<file path="config.mk">
export PLATFORM = sky130hd
export DESIGN_NAME = am_codec_core
export DESIGN_NICKNAME = d
export VERILOG_FILES = /design/src/rtl/am_codec_core.sv
export SDC_FILE = /design/constraint.sdc
export NUM_CORES = 1
export LEC_CHECK = 0
export ABC_CLOCK_PERIOD_IN_PS = 5600
export CAP_MARGIN = 20
export CELL_PAD_IN_SITES_DETAIL_PLACEMENT = 0
export CELL_PAD_IN_SITES_GLOBAL_PLACEMENT = 1
export CORE_MARGIN = 4
export CORE_UTILIZATION = 30
export DETAILED_ROUTE_END_ITERATION = 8
export PLACE_DENSITY = 0.57
export SLEW_MARGIN = 20
export SYNTH_ARGS = -nofsm -noshare
export SYNTH_HDL_FRONTEND = slang
export SYNTH_SLANG_ARGS = --single-unit
</file>
<file path="constraint.sdc">
create_clock -name CLK -period 5.6 [get_ports CLK]
set_clock_uncertainty 0.15 [all_clocks]
set_input_delay 0.56 -clock CLK [delete_from_list [all_inputs] [get_ports CLK]]
set_output_delay 0.56 -clock CLK [all_outputs]
set_load 0.02 [all_outputs]
</file>
<file path="src/rtl/am_codec_core.sv">
// am_codec_core: AM modulator (message x carrier with programmable depth) and
// full-wave-rectifier + boxcar-average envelope demodulator in one clock domain.
// The demodulator takes either an external sample stream or, in LOOP mode,
// the modulator's own output.
module am_codec_core #(
  parameter int MSG_W    = 12,
  parameter int CAR_W    = 8,
  parameter int K_W      = 8,
  parameter int OUT_W    = 16,
  parameter int AVG_LOG2 = 4
) (
  input  logic             CLK,
  input  logic             RST,
  input  logic [1:0]       mode,
  input  logic             msg_fmt,
  input  logic             car_fmt,
  input  logic [K_W-1:0]   mod_depth,
  input  logic             in_valid,
  input  logic [MSG_W-1:0] msg_data,
  input  logic [CAR_W-1:0] car_data,
  input  logic [OUT_W-1:0] demod_in,
  output logic [OUT_W-1:0] am_out,
  output logic             am_valid,
  output logic [OUT_W-1:0] demod_out,
  output logic             demod_valid,
  output logic             sat_flag
);

  typedef enum logic [1:0] {
    MODE_MOD   = 2'b00,
    MODE_DEMOD = 2'b01,
    MODE_LOOP  = 2'b10,
    MODE_MOD2  = 2'b11
  } mode_e;

  localparam int MP_W  = MSG_W + K_W + 1;         // message x depth product
  localparam int PP_W  = CAR_W + MSG_W + 2;       // carrier x envelope product
  localparam int SH    = CAR_W + MSG_W + 1 - OUT_W;
  localparam int SUM_W = OUT_W + AVG_LOG2;
  localparam int N     = 1 << AVG_LOG2;

  localparam logic signed [MP_W-1:0] ENV_BIAS  = {{(K_W+1){1'b0}}, 1'b1, {(MSG_W-1){1'b0}}};
  localparam logic [AVG_LOG2:0]      FILL_FULL = {1'b1, {AVG_LOG2{1'b0}}};
  localparam logic [AVG_LOG2:0]      FILL_ONE  = {{AVG_LOG2{1'b0}}, 1'b1};
  localparam logic [AVG_LOG2-1:0]    WP_ONE    = FILL_ONE[AVG_LOG2-1:0];
  localparam logic [OUT_W-1:0]       X_MIN     = {1'b1, {(OUT_W-1){1'b0}}};
  localparam logic [OUT_W-1:0]       X_MAX     = {1'b0, {(OUT_W-1){1'b1}}};

  // ---------------------------------------------------------------- modulator
  logic                    r_s0_valid;
  logic signed [MSG_W-1:0] r_s0_msg;
  logic signed [CAR_W-1:0] r_s0_car;
  logic [K_W-1:0]          r_s0_depth;
  logic                    r_s1_valid;
  logic [MSG_W:0]          r_s1_env;
  logic signed [CAR_W-1:0] r_s1_car;
  logic                    r_s2_valid;
  logic [OUT_W-1:0]        r_s2_am;
  logic                    r_am_valid;
  logic [OUT_W-1:0]        r_am_out;

  logic signed [MSG_W-1:0] w_msg_s;
  logic signed [CAR_W-1:0] w_car_s;
  logic signed [MP_W-1:0]  w_mprod;
  logic signed [MP_W-1:0]  w_mshift;
  logic signed [MP_W-1:0]  w_env_full;
  logic [MSG_W:0]          w_env;
  logic signed [PP_W-1:0]  w_prod;
  logic                    w_unused;

  // Offset-binary to two's complement is just an MSB flip.
  assign w_msg_s    = msg_data ^ {msg_fmt, {(MSG_W-1){1'b0}}};
  assign w_car_s    = car_data ^ {car_fmt, {(CAR_W-1){1'b0}}};

  // Envelope = half scale + message scaled by depth/2^K_W (floor via arithmetic shift).
  assign w_mprod    = MP_W'(r_s0_msg) * MP_W'($signed({1'b0, r_s0_depth}));
  assign w_mshift   = w_mprod >>> K_W;
  assign w_env_full = w_mshift + ENV_BIAS;
  assign w_env      = w_env_full[MSG_W:0];

  // Envelope is always positive, so it enters the product as a zero-extended value.
  assign w_prod     = PP_W'(r_s1_car) * PP_W'($signed({1'b0, r_s1_env}));

  // Upper product bits and the dropped fraction are intentionally discarded.
  assign w_unused   = ^{w_env_full, w_prod};

  logic w_flush;
  mode_e r_mode;
  assign w_flush = (mode != r_mode);

  // Modulator pipeline: capture/convert, envelope, product, output register.
  // NOTE: sequential state uses non-blocking assignments so every stage
  // samples the previous stage's pre-edge value regardless of statement order.
  always_ff @(posedge CLK) begin
    if (RST) begin
      r_s0_valid <= 1'b0;
      r_s0_msg   <= '0;
      r_s0_car   <= '0;
      r_s0_depth <= '0;
      r_s1_valid <= 1'b0;
      r_s1_env   <= '0;
      r_s1_car   <= '0;
      r_s2_valid <= 1'b0;
      r_s2_am    <= '0;
      r_am_valid <= 1'b0;
      r_am_out   <= '0;
    end else if (w_flush) begin
      r_s0_valid <= 1'b0;
      r_s1_valid <= 1'b0;
      r_s2_valid <= 1'b0;
      r_am_valid <= 1'b0;
    end else begin
      r_s0_valid <= in_valid;
      if (in_valid) begin
        r_s0_msg   <= w_msg_s;
        r_s0_car   <= w_car_s;
        r_s0_depth <= mod_depth;
      end
      r_s1_valid <= r_s0_valid;
      if (r_s0_valid) begin
        r_s1_env <= w_env;
        r_s1_car <= r_s0_car;
      end
      r_s2_valid <= r_s1_valid;
      if (r_s1_valid) r_s2_am <= w_prod[CAR_W+MSG_W:SH];
      r_am_valid <= r_s2_valid;
      if (r_s2_valid) r_am_out <= r_s2_am;
    end
  end

  assign am_out   = r_am_out;
  assign am_valid = r_am_valid;

  // -------------------------------------------------------------- demodulator
  logic                r_d0_valid;
  logic [OUT_W-1:0]    r_d0_x;
  logic                r_d1_valid;
  logic [OUT_W-1:0]    r_d1_rect;
  logic                r_d2_valid;
  logic                r_d2_full;
  logic [SUM_W-1:0]    r_sum;
  logic [AVG_LOG2:0]   r_fill;
  logic [AVG_LOG2-1:0] r_wp;
  logic [OUT_W-1:0]    r_buf [N];
  logic                r_demod_valid;
  logic [OUT_W-1:0]    r_demod_out;
  logic                r_sat;

  logic                w_src_valid;
  logic [OUT_W-1:0]    w_src_data;
  logic                w_is_min;
  logic [OUT_W-1:0]    w_rect;
  logic [OUT_W-1:0]    w_old;
  logic [SUM_W-1:0]    w_sum_next;
  logic [AVG_LOG2:0]   w_fill_next;

  // Select the demodulator source for the active mode.
  // NOTE: every always_comb output gets a default first so no path infers a latch.
  always_comb begin
    w_src_valid = 1'b0;
    w_src_data  = demod_in;
    case (r_mode)
      MODE_DEMOD: w_src_valid = in_valid;
      MODE_LOOP: begin
        w_src_valid = r_am_valid;
        w_src_data  = r_am_out;
      end
      default: w_src_valid = 1'b0;
    endcase
  end

  // Full-wave rectifier; the most negative code has no positive twin, so clamp it.
  assign w_is_min    = (r_d0_x == X_MIN);
  assign w_rect      = w_is_min ? X_MAX : (r_d0_x[OUT_W-1] ? -r_d0_x : r_d0_x);

  // Running sum drops the oldest sample only once the window is full.
  assign w_old       = (r_fill == FILL_FULL) ? r_buf[r_wp] : '0;
  assign w_sum_next  = r_sum + {{AVG_LOG2{1'b0}}, r_d1_rect} - {{AVG_LOG2{1'b0}}, w_old};
  assign w_fill_next = (r_fill == FILL_FULL) ? r_fill : r_fill + FILL_ONE;

  // Mode register, demod pipeline (capture, rectify, accumulate, output) and sticky saturation.
  always_ff @(posedge CLK) begin
    if (RST) begin
      r_mode        <= MODE_MOD;
      r_d0_valid    <= 1'b0;
      r_d0_x        <= '0;
      r_d1_valid    <= 1'b0;
      r_d1_rect     <= '0;
      r_d2_valid    <= 1'b0;
      r_d2_full     <= 1'b0;
      r_sum         <= '0;
      r_fill        <= '0;
      r_wp          <= '0;
      r_demod_valid <= 1'b0;
      r_demod_out   <= '0;
      r_sat         <= 1'b0;
    end else if (w_flush) begin
      r_mode        <= mode_e'(mode);
      r_d0_valid    <= 1'b0;
      r_d1_valid    <= 1'b0;
      r_d2_valid    <= 1'b0;
      r_d2_full     <= 1'b0;
      r_sum         <= '0;
      r_fill        <= '0;
      r_wp          <= '0;
      r_demod_valid <= 1'b0;
    end else begin
      r_d0_valid <= w_src_valid;
      if (w_src_valid) r_d0_x <= w_src_data;
      r_d1_valid <= r_d0_valid;
      if (r_d0_valid) begin
        r_d1_rect <= w_rect;
        if (w_is_min) r_sat <= 1'b1;
      end
      r_d2_valid <= r_d1_valid;
      if (r_d1_valid) begin
        r_sum     <= w_sum_next;
        r_fill    <= w_fill_next;
        r_wp      <= r_wp + WP_ONE;
        r_d2_full <= (w_fill_next == FILL_FULL);
      end
      r_demod_valid <= r_d2_valid && r_d2_full;
      if (r_d2_valid) r_demod_out <= r_sum[SUM_W-1:AVG_LOG2];
    end
  end

  // Boxcar window storage, written at the accumulate stage.
  // NOTE: the window RAM is not reset; the fill count masks stale entries.
  always_ff @(posedge CLK) begin
    if (!RST && !w_flush && r_d1_valid) r_buf[r_wp] <= r_d1_rect;
  end

  assign demod_out   = r_demod_out;
  assign demod_valid = r_demod_valid;
  assign sat_flag    = r_sat;

endmodule
</file>
* Yosys cells after proc, flatten, opt, wreduce, memory -nomap -nowiden
Memory sizes are Yosys's and may differ from the RTL's. A register that Yosys moved wholly into a read port is not among the register bits.
Cells that the tools add are included.
** Storage, ports and cells
- Word-level logic and storage cells :: 66
- Memory bits (read-only) :: 0
- Bits of input ports :: 51
- Memory bits (writable) :: 256
- Memories kept :: 1
- Latch bits :: 0
- Output and inout bits :: 35
- Register bits after elaboration :: 170
** Memory list
- r_buf :: depth 16, bits a word 16, read ports 1, clocked after Yosys merged registers in 1, wr ports 1, RTL line 144 : logic [OUT_W-1:0] r_buf [N];
** Cells by class
- Div/mod/pow operators :: 0
- $add $sub $neg :: 6
- Order comparisons :: 0
- Multipliers :: 2
- Equality and inequality tests :: 6
- Multiplexer cells :: 10
- Reductions and logical operators :: 14
- Bitwise logic cells :: 3
- Shifts and indexed selects :: 0
** Operators with widths (number)
- 16-bit 2-to-1 mux :: 4
- 12-bit by 9-bit multiplier with 21-bit output :: 1
- 8-bit by 14-bit multiplier with 21-bit output :: 1
- 20-bit by 16-bit adder with 20-bit output :: 1
- 20-bit by 16-bit subtractor with 20-bit output :: 1
- 16-bit equality test, second input constant :: 1
- 16-bit negation :: 1
- 2-bit AND reduction :: 7
- 13-bit adder, second input constant :: 1
- 12-bit bitwise XOR :: 1
- 5-bit equality test, second input constant :: 2
- 4-bit 2-to-1 mux :: 2
- 8-bit bitwise XOR :: 1
- 5-bit by 1-bit adder with 5-bit output, second input constant :: 1
- 5-bit 2-to-1 mux :: 1
- 4-bit by 1-bit adder with 4-bit output, second input constant :: 1
- 1-bit logical AND :: 3
- 3-bit AND reduction :: 1
- 2-bit by 1-bit equality test with 1-bit output, second input constant :: 1
- 2-bit equality test, second input constant :: 1
- 1-bit zero test :: 2
- 1-bit 2-to-1 mux :: 2
- 2-bit inequality test :: 1
- 1-bit case mux with 2 select lines :: 1
- 2 further kinds :: 2

* Depth between registers and ports, before layout
Gate-level depths: netlist of run 1.
- Depth after elaboration :: 6
- Mapped depth :: 20
- Mapped depth without buffers :: 20

* Worst setup path before layout of run 1
Ideal clock, no wire load.
- Path kind :: register -> register
- Start point :: reg r_s0_depth[0]
- End point :: reg r_s1_env[11]
- Slack :: 532 ps
- Cell stages (with the launch flop) :: 20
- Data required time :: 5314 ps
- Clock period less this slack :: 5068 ps
- Setup time :: 136 ps
- Buffers on the path :: 1
- Arrival :: 4783 ps
- Cell sequence :: dfxtp_1 > clkbuf_1 > nand2_1 > fa_1 > inv_1 > fa_1 > inv_1 > fa_1 > inv_1 > fa_1 > ha_1 > nor4_1 > o21ai_1 > and3_4 > a311oi_4 > a21oi_2 > a311o_1 > a21oi_2 > xnor2_1 > a211oi_2
** Between the ends
- Longest elaborated chain between the ends :: 2
** Ends and longest elaborated chain
- start, declared :: RTL line 53 : logic [K_W-1:0] r_s0_depth;
- start signal, assigned :: RTL line 117 : r_s0_depth <= mod_depth;
- 12-bit by 9-bit multiplier with 21-bit output :: RTL line 76 : assign w_mprod = MP_W'(r_s0_msg) * MP_W'($signed({1'b0, r_s0_depth}));
- 13-bit adder :: RTL line 78 : assign w_env_full = w_mshift + ENV_BIAS;
- end signal, assigned :: RTL line 121 : r_s1_env <= w_env;
- end, declared :: RTL line 55 : logic [MSG_W:0] r_s1_env;
No other way between the ends.
A chain may end at the register's enable or synchronous reset.

* Worst setup path in the final report of run 1
- Start point :: reg r_s0_msg[7]
- End point :: reg r_s1_env[11]
** Between the ends
- Longest elaborated chain between the ends :: 2
** Ends and longest elaborated chain
- start, declared :: RTL line 51 : logic signed [MSG_W-1:0] r_s0_msg;
- start signal, assigned :: RTL line 115 : r_s0_msg <= w_msg_s;
- 12-bit by 9-bit multiplier with 21-bit output :: RTL line 76
- 13-bit adder :: RTL line 78
No other way between the ends.

==> impl_metrics.yaml, run 1 <==
placed_design:
  detailed_place_hpwl_um: 43200
  place.gp.congestion: 0.807
  port_buffers: 85
synthesis:
  synthTopCellsByCount: "292 x nand2_1, 285 x inv_1, 256 x edfxtp_1, 174 x dfxtp_1, 159 x fa_1"
  synthSimpleGateAreaFrac: 0.118
  ys_types: 65
  syn_nets: 2453
  synth.avg_cell_area_sq_um: 11.4
  synth_seq_area_share: 0.459
  synth_compound_area_frac: 0.0627
  synth_xor_area_frac: 0.0252
  yosys_most_used_dff: "edfxtp_1"
  syn_inst: 2128
  ys_async_sr_fraction: 0
  ys_top_cells_by_area: "edfxtp_1 32%, dfxtp_1 14%, fa_1 13%"
  synthesis.area_sq_um: 24300
  yosys.area_share.adder: 0.190
  synth_edf_count: 256
  synth_top_family_by_area: "adder cells"
  yosysTopAreaCell: "edfxtp_1"
  ys_warn_count: 0
  synth_most_common_cell: "nand2_1"
  synthMuxAreaShare: 0.0844
  synth_top_area_frac: 0.316
  yosys_register_bits: 430
drt:
  drc: 0
  via_per_inst: 4.62
  totalWireLength_um: 59200
  drt_iter0_markers: 714
  vias: 15300
  wire_per_inst_um: 17.9
  first_pass_iters: 4
  ant_nets: 0
cts:
  cts_buffers: 48
  clock-sinks: 430
  cts_tree: "built"
  cts_root_buf: "clkbuf_16"
  clkTransAtPathRegs_ns: 0.06
  cts_max_level: 2
  hold_buffers: 0
  clk_path_buf_depth: 3
  insertion_delay_ns: 0.62
sta:
  max_freq_ghz: 0.190
  rsz0062_at_grt: "false"
  setup_tns_ns: 0
  hold_viol_final: 0
  period_needed_ns: 5.27
  worst-slew-pin-transition_ns: 0.999
  slew_viol_final: 0
  relSlewSlack: 0.331
  min_period_over_period: 0.942
  finalSetupViolCount: 0
critical_path:
  crit_top_cell: "fa_1"
  cp_num_buf_inv: 3
  cp.required_ns: 5.90
  critPathLaunchType: "register"
  crit_path_max_incr_delay_ns: 0.55
  cp_max_fo: 9
  crit_type: "reg2reg"
  path_cells: "nand2_1 -> fa_1 -> inv_1 -> fa_1 -> inv_1 -> fa_1 -> inv_1 -> fa_1 -> ha_1 -> nor4_1 -> o21ai_1 -> and3_4 -> a311oi_4 -> a21oi_2 -> a311o_1 -> a21oi_2 -> xnor2_1 -> a211oi_2"
  critPathTopFamily: "adder cells"
  end_kind: "register"
  crit_path_top_delay_cell: "fa_1"
  cp.arrival_ns: 5.58
power_and_ir_drop:
  p_int_w: 0.00529
  power_switching_w: 0.00145
  pwr-share-seq: 0.497
  combPwrFrac: 0.028
  pwr-share-clk: 0.475
  power_density_nw_per_um2: 239
  ir_drop_mv: 0.222
  leakagePower_nw: 10.8
  sw_frac_of_total: 0.216
global_route:
  grt_pass1_wl_um: 94400
  grt_usage: 0.140
  grt_max_degree: 76
  grt_antenna_before_repair: 1
  grt_overflow_total: 0
  grt_pass1_vias: 16500
floorplan:
  die_area_sq_um: 85700
  die_y_um: 293
  core-area_sq_um: 80400
  core.rowCount: 104
  start_util: 0.302
  ios: 86
  chipWidth_um: 293
cells_and_area:
  area_delta_synth_final_pct: 16.1
  final_nets: 2545
  drive_gt1_frac: 0.101
  final_util: 0.351
  num_antenna_cells: 0
run:
  cap_violations: 0
worst_hold_path:
  hp-class: "reg2reg"
outcome:
  status: "complete, no violations"
## cell type report
| cell class | instances | area (sq um) |
|---|---|---|
| inverters | 287 | 1080 |
| clock inverters | 23 | 317 |
| flip-flops and latches | 430 | 11200 |
| fillers | 8050 | 52200 |
| multi-input cells | 1311 | 11700 |
| repair buffers | 142 | 1300 |
| well taps | 1060 | 1330 |
| clock buffers | 64 | 1300 |
## logic make-up after synthesis
| logic type | Yosys count |
|---|---|
| xor gates and xnor gates | 70 |
| buffers and inverters | 387 |
| muxes | 105 |
| adders and majority gates | 274 |
| DFF | 430 |
| and+or+nand+nor | 620 |
| AOI/OAI and AO/OA | 242 |
## power groups by stage
stage                     Clock (W)  Combinational [W]  Sequential (W)
after floorplan                   0           0.000118         0.00340
after global placement            0           0.000195         0.00342
after detailed placement          0           0.000195         0.00342
after CTS                   0.00332           0.000196         0.00335
after global routing        0.00345           0.000216         0.00335
final                       0.00320           0.000191         0.00335
## tightest hold or removal path, stage by stage, from the launching register on
cell,delay (ns)
dfxtp_1,0.31
nand2_1,0.05
a21oi_1,0.05
## registers in the layout (all words and copies together), names as in the netlist, 2 cells and up, named ones only
| signal | flops |
|---|---|
| r_buf | 256 |
| r_sum | 20 |
| am_out | 16 |
| demod_out | 16 |
| r_d0_x | 16 |
| r_d1_rect | 16 |
| r_s2_am | 16 |
| r_s1_env | 13 |
| r_s0_msg | 12 |
| r_s0_car | 8 |
| r_s0_depth | 8 |
| r_s1_car | 8 |
| r_fill | 5 |
| r_wp | 4 |
| r_mode | 2 |
## metal layers
metal	part of all wire	routed length, um	global-route usage	vias to the layer above
met3	0.038	2270	0.0227	72
met4	0.022	1320	0.0354	0
met1	0.45	26500	0.181	7691
li1	-	-	-	7346
met5	0	0	0	-
met2	0.49	29200	0.246	226
## stage by stage
step,std cells,hold WS [ns],setup slack [ns],total power (W),instance area (sq um)
3_5_place_dp,3230,0.296,0.300,0.00361,26600
4_1_cts,3317,0.304,0.321,0.00687,28200
3_3_place_gp,3230,0.293,0.365,0.00361,26600
2_1_floorplan,2128,0.282,0.532,0.00352,24300
6_report,3317,0.301,0.327,0.00674,28200
5_1_grt,3317,0.320,0.0929,0.00701,28200
## worst paths after layout
| check | depth (start not counted) | startpoint | endpoint | slack, ns |
|---|---|---|---|---|
| setup / recovery | 18 | r_s0_msg[7] | r_s1_env[11] | 0.33 |
| hold / removal | 2 | r_s2_am[9] | am_out[9] | 0.30 |
| setup reg to reg | 18 | r_s0_msg[7] | r_s1_env[11] | 0.33 |
| hold reg to reg | 2 | r_s2_am[9] | am_out[9] | 0.30 |
## layout by cell type, fill, tap and decap left out, types with 15 or more instances in the layout
cell | synthesis | layout
a211oi_1 | 27 | 27
a21oi_1 | 124 | 124
and2_1 | 114 | 114
buf_4 | 0 | 56
clkbuf_16 | 0 | 48
clkdlybuf4s50_1 | 0 | 84
dfxtp_1 | 174 | 171
edfxtp_1 | 256 | 256
fa_1 | 159 | 159
ha_1 | 115 | 115
inv_1 | 285 | 285
mux2i_1 | 24 | 24
mux4_2 | 80 | 80
nand2_1 | 292 | 292
nor2_1 | 106 | 106
nor2b_1 | 25 | 25
nor3_1 | 23 | 19
or3_1 | 15 | 15
xnor2_1 | 39 | 39
xor2_1 | 31 | 31
## what timing repair did
| item | in CTS | in global routing |
|---|---|---|
| hold endpoints to repair | 0 | 0 |
| resized for setup | 0 | 2 |
| setup buffers | 0 | 0 |
| endpoints found under the setup margin | 0 | 2 |
(Power assumes the default switching activity.)
==> inputs of run 2 (changes only) <==
PLACE_DENSITY = unset   (was 0.57)
PLACE_DENSITY_LB_ADDON = 0.2   (was unset)
==> run 2 against run 1 <==
Against the previous run:
- worst hold slack worse by 0.042 ns
- combinational power barely moved
- count of clock-buffer cells in the layout fell by 5
- via count shrank 0.82%
- sequential power barely moved
- critical path type unchanged
- critical endpoint unchanged
- largest power group unchanged
==> impl_metrics.yaml, run 2 (same netlist as run 1, synthesis figures left out) <==
critical_path:
  path_cells: "nand2_1 -> fa_1 -> inv_1 -> fa_1 -> inv_1 -> fa_1 -> inv_1 -> fa_1 -> ha_1 -> nor4_1 -> o21ai_1 -> and3_4 -> a311oi_4 -> a21oi_2 -> a311o_1 -> a21oi_2 -> xnor2_1 -> a211oi_2"
  critPathLaunchType: "register"
  cp.arrival_ns: 5.54
  critPathTopFamily: "adder cells"
  crit_type: "reg2reg"
  crit_path_max_incr_delay_ns: 0.53
  cp.required_ns: 5.91
  end_kind: "register"
  cp_max_fo: 7
  crit_top_cell: "fa_1"
  cp_num_buf_inv: 3
  crit_path_top_delay_cell: "fa_1"
cells_and_area:
  final_nets: 2548
  regMostFlops: "r_buf"
  largest_register_ffs: 256
  area_delta_synth_final_pct: 16.3
  final_cell_mix: "292 x nand2_1, 285 x inv_1, 256 x edfxtp_1"
  num_antenna_cells: 0
  drive_gt1_frac: 0.103
  reg.largest.list: "r_buf: 256 flops, r_sum: 20 flops"
  final_area_sq_um: 28300
  fillers: 8045
  final_common_cell: "nand2_1"
floorplan:
  die_y_um: 293
  chipWidth_um: 293
  core.rowCount: 104
  start_util: 0.302
  core-area_sq_um: 80400
  ios: 86
  die_area_sq_um: 85700
drt:
  first_pass_iters: 5
  totalWireLength_um: 59500
  via_per_inst: 4.58
  vias: 15200
  drc: 0
  ant_nets: 0
  drt_iter0_markers: 658
  wire_per_inst_um: 17.9
global_route:
  grt_max_degree: 73
  grt_usage: 0.140
  grt_overflow_total: 0
  grt_antenna_before_repair: 1
  grt_pass1_vias: 16300
  grt_pass1_wl_um: 94500
outcome:
  status: "complete, no violations"
sta:
  rsz0062_at_grt: "false"
  max_freq_ghz: 0.191
  finalSetupViolCount: 0
  min_period_over_period: 0.934
  setup_tns_ns: 0
  worst-slew-pin-transition_ns: 0.965
  slew_viol_final: 0
  fin_hold_ws_ns: 0.259
  period_needed_ns: 5.23
  hold_viol_final: 0
  relSlewSlack: 0.355
cts:
  insertion_delay_ns: 0.62
  cts_tree: "built"
  cts_max_level: 2
  cts_buffers: 48
  clk_path_buf_depth: 3
  clkTransAtPathRegs_ns: 0.07
  cts_root_buf: "clkbuf_16"
  clock-sinks: 430
  cts_setup_buffers: 0
placed_design:
  placed_cell_area_sq_um: 26600
  place.gp.congestion: 0.791
  detailed_place_hpwl_um: 43200
  port_buffers: 85
power_and_ir_drop:
  power_density_nw_per_um2: 240
  ir_drop_mv: 0.258
  leakagePower_nw: 10.8
  finalPower_w: 0.00678
run:
  cap_violations: 0
worst_hold_path:
  hp-class: "in2reg"
==> run 2: metrics by stage <==
stage               utilization  instances  worst slack, ns
CTS                       0.351       3321            0.263
global route              0.352       3322          0.00414
finish                    0.352       3322            0.371
detailed placement        0.331       3232            0.254
global placement          0.331       3232            0.334
floorplan                     -       2128            0.532
==> run 2: final timing paths <==
| path | start | to | slack (ns) | cells after the start |
|---|---|---|---|---|
| worst max-delay path | r_s0_depth[0] | r_s1_env[11] | 0.37 | 18 |
| worst min-delay path | RST | r_sum[6] | 0.26 | 4 |
| worst max register to register | r_s0_depth[0] | r_s1_env[11] | 0.37 | 18 |
| worst min register to register | r_s0_car[2] | r_s1_car[2] | 0.30 | 2 |
==> run 2: final cells by class <==
class	count	area (sq um)	share of cell area
multi-input cells	1311	11700	0.414
flip-flops and latches	430	11200	0.396
repair buffers	145	1340	0.0473
well taps	1060	1330	0.0469
clock buffers	59	1260	0.0447
inverters	287	1080	0.0381
clock inverters	30	372	0.0131
==> run 2: where the power goes <==
group	leakage, nW	internal [W]	switching (W)	total (W)
Combinational	6.20	0.0000829	0.000111	0.000193
Sequential	3.78	0.00333	0.0000220	0.00335
Clock	0.787	0.00190	0.00135	0.00324
==> run 2: routing by layer <==
| metal | GRT usage | part of all wire | vias up |
|---|---|---|---|
| met4 | 0.0308 | 0.019 | 0 |
| met5 | 0 | 0 | - |
| met1 | 0.189 | 0.46 | 7591 |
| met2 | 0.240 | 0.48 | 216 |
| met3 | 0.0205 | 0.035 | 61 |
| li1 | - | - | 7342 |
==> run 2: worst reg2reg max path: stages, from the launching register on <==
cell and delay [ns]:
dfxtp_1 0.45, nand2_1 0.12, fa_1 0.53, inv_1 0.05, fa_1 0.52, inv_1 0.06, fa_1 0.52, inv_1 0.04
fa_1 0.43, ha_1 0.23, nor4_1 0.27, o21ai_1 0.14, and3_4 0.22, a311oi_4 0.39, a21oi_2 0.16, a311o_1 0.38
a21oi_2 0.18, xnor2_1 0.14, a211oi_2 0.08
==> run 2: timing repair <==
action | in CTS | in global routing
hold buffers | 0 | 0
setup endpoints to repair | 0 | 3
resized for setup | 0 | 5
==> inputs of run 3 (changes only) <==
ABC_CLOCK_PERIOD_IN_PS = 6500   (was 5600)
HOLD_SLACK_MARGIN = 0.15   (was unset)
REMOVE_ABC_BUFFERS = 1   (was unset)
clock period = 6.5 ns   (was 5.6 ns; I/O delays follow)
==> run 3 against run 2 <==
Against the previous run:
- sequential share of layout area rose by 0.16 points
- critical endpoint unchanged
- via count increased by 1.8%
- combinational power decreased by 17%
- non-clock buffer count fell by 24
- register-to-register slack better by 0.81 ns
- global-route usage grew 0.59 points
- critical path depth stayed put
- clock power fell by 11%
- sequential power down 14%
- critical path type unchanged
- largest cell class unchanged
- highest routed layer unchanged
- die area is the same
==> impl_metrics.yaml, run 3 (same netlist as run 1, synthesis figures left out) <==
outcome:
  status: "complete, no violations"
global_route:
  grtUsageMet3: 0.0202
  grt_max_degree: 70
  grt_pass1_wl_um: 97200
  met1_usage: 0.186
  use_met2: 0.261
  grt_most_used_layer: "met2"
  grt_antenna_before_repair: 0
  grt_usage: 0.146
  grt_overflow_total: 0
  grt_pass1_vias: 16700
sta:
  finalWorstSetupSlack_ns: 1.18
  worst-slew-pin-transition_ns: 1.04
  slew_viol_final: 0
  relSlewSlack: 0.306
  finalSetupViolCount: 0
  period_needed_ns: 5.32
  min_period_over_period: 0.818
  hold_viol_final: 0
  max_freq_ghz: 0.188
  rsz0062_at_grt: "false"
  fin_hold_ws_ns: 0.299
drt:
  drt_iter0_markers: 763
  wire_per_inst_um: 18.6
  first_pass_iters: 5
  ant_nets: 0
  drc: 0
  totalWireLength_um: 61400
  vias: 15500
  via_per_inst: 4.68
power_and_ir_drop:
  ir_drop_mv: 0.197
  pwr-share-seq: 0.488
  power_density_nw_per_um2: 210
  p_int_w: 0.00460
  combPwrFrac: 0.027
  pwr-share-clk: 0.485
  leakagePower_nw: 10.7
  sw_frac_of_total: 0.223
  power_switching_w: 0.00132
cts:
  hold_buffers: 0
  clk_path_buf_depth: 3
  cts_max_level: 2
  insertion_delay_ns: 0.62
  clock-sinks: 430
  cts_tree: "built"
  cts_root_buf: "clkbuf_16"
  post_cts_resized: 0
  clkTransAtPathRegs_ns: 0.06
  cts_setup_buffers: 0
  cts_buffers: 51
cells_and_area:
  final_nets: 2527
  multi_input_area_sq_um: 11700
  area_delta_synth_final_pct: 15.7
  largest_register_ffs: 256
  fillers: 8080
  drive_gt1_frac: 0.0949
  final_common_cell: "nand2_1"
  final_cell_mix: "292 x nand2_1, 285 x inv_1, 256 x edfxtp_1"
  ff_latch_area_sq_um: 11200
  regMostFlops: "r_buf"
  reg.largest.list: "r_buf: 256 flops, r_sum: 20 flops"
placed_design:
  port_buffers: 85
  pre_cts_ws_ns: 1.15
  place.gp.congestion: 0.807
  detailed_place_hpwl_um: 43300
floorplan:
  die_area_sq_um: 85700
  core.rowCount: 104
  core-area_sq_um: 80400
  start_util: 0.302
  ios: 86
  chipWidth_um: 293
  die_y_um: 293
critical_path:
  end_kind: "register"
  cp.arrival_ns: 5.62
  critPathLaunchType: "register"
  crit_type: "reg2reg"
  cp_max_fo: 12
  rr_worst_depth: 18
  cp.required_ns: 6.80
worst_hold_path:
  min_path_cells: 2
  hp-class: "reg2reg"
run:
  cap_violations: 0
[run 3: cell types whose count changed in the layout (fill, tap and decap cells not counted), sizes merged]
| cell | previous run | this run |
|---|---|---|
| clkinvlp | 2 | 4 |
| clkbuf | 59 | 61 |
| inv | 286 | 287 |
| buf | 61 | 37 |
| clkinv | 23 | 26 |
| diode | 0 | 1 |
| bufinv | 6 | 5 |
[run 3: power groups by stage]
stage	registers [W]	clock network (W)	logic, W
after detailed placement	0.00295	0	0.000164
after CTS	0.00289	0.00297	0.000165
after floorplan	0.00294	0	0.0000788
after global placement	0.00295	0	0.000164
after global routing	0.00289	0.00308	0.000181
final	0.00289	0.00287	0.000160
[run 3: worst max-delay path: stages, from the launching register on]
cell	delay, ns
dfxtp_1	0.57
nand2_1	0.14
fa_1	0.55
inv_1	0.05
fa_1	0.50
inv_1	0.05
fa_1	0.53
inv_1	0.05
fa_1	0.43
ha_1	0.23
nor4_1	0.25
o21ai_1	0.12
and3_4	0.22
a311oi_4	0.38
a21oi_2	0.16
a311o_1	0.39
a21oi_2	0.17
xnor2_1	0.14
a211oi_2	0.08
[run 3: path summary, 6_finish.rpt]
kind / end / start / slack, ns
worst max-delay path: r_s1_env[11] / r_s0_depth[0] / 1.18
worst min-delay path: r_s1_car[5] / r_s0_car[5] / 0.30
worst max register to register: r_s1_env[11] / r_s0_depth[0] / 1.18
worst min register to register: r_s1_car[5] / r_s0_car[5] / 0.30
[run 3: layout make-up]
cell class	count	share of cell area
Multi-Input combinational cell	1311	0.416
Tap cell	1060	0.0471
Inverter	287	0.0383
Timing Repair Buffer	121	0.0406
Sequential cell	430	0.397
Clock inverter	35	0.0133
Antenna cell	1	0.0000889
Clock buffer	61	0.0470
[run 3: metrics by stage]
stage          cells  total power [W]   util  cell area (sq um)  setup TNS [ns]
2_1_floorplan   2028          0.00302      -              23900          -0.288
5_1_grt         3305          0.00615  0.350              28100               0
3_5_place_dp    3209          0.00311  0.329              26400               0
6_report        3306          0.00592  0.350              28100               0
3_3_place_gp    3209          0.00311  0.329              26400               0
4_1_cts         3305          0.00603  0.350              28100               0
[run 3: layer usage]
layer  wire length, um  part of all wire
met5                 0                 0
met4              1470             0.024
met3              2410             0.039
met2             30900              0.50
met1             26700              0.43
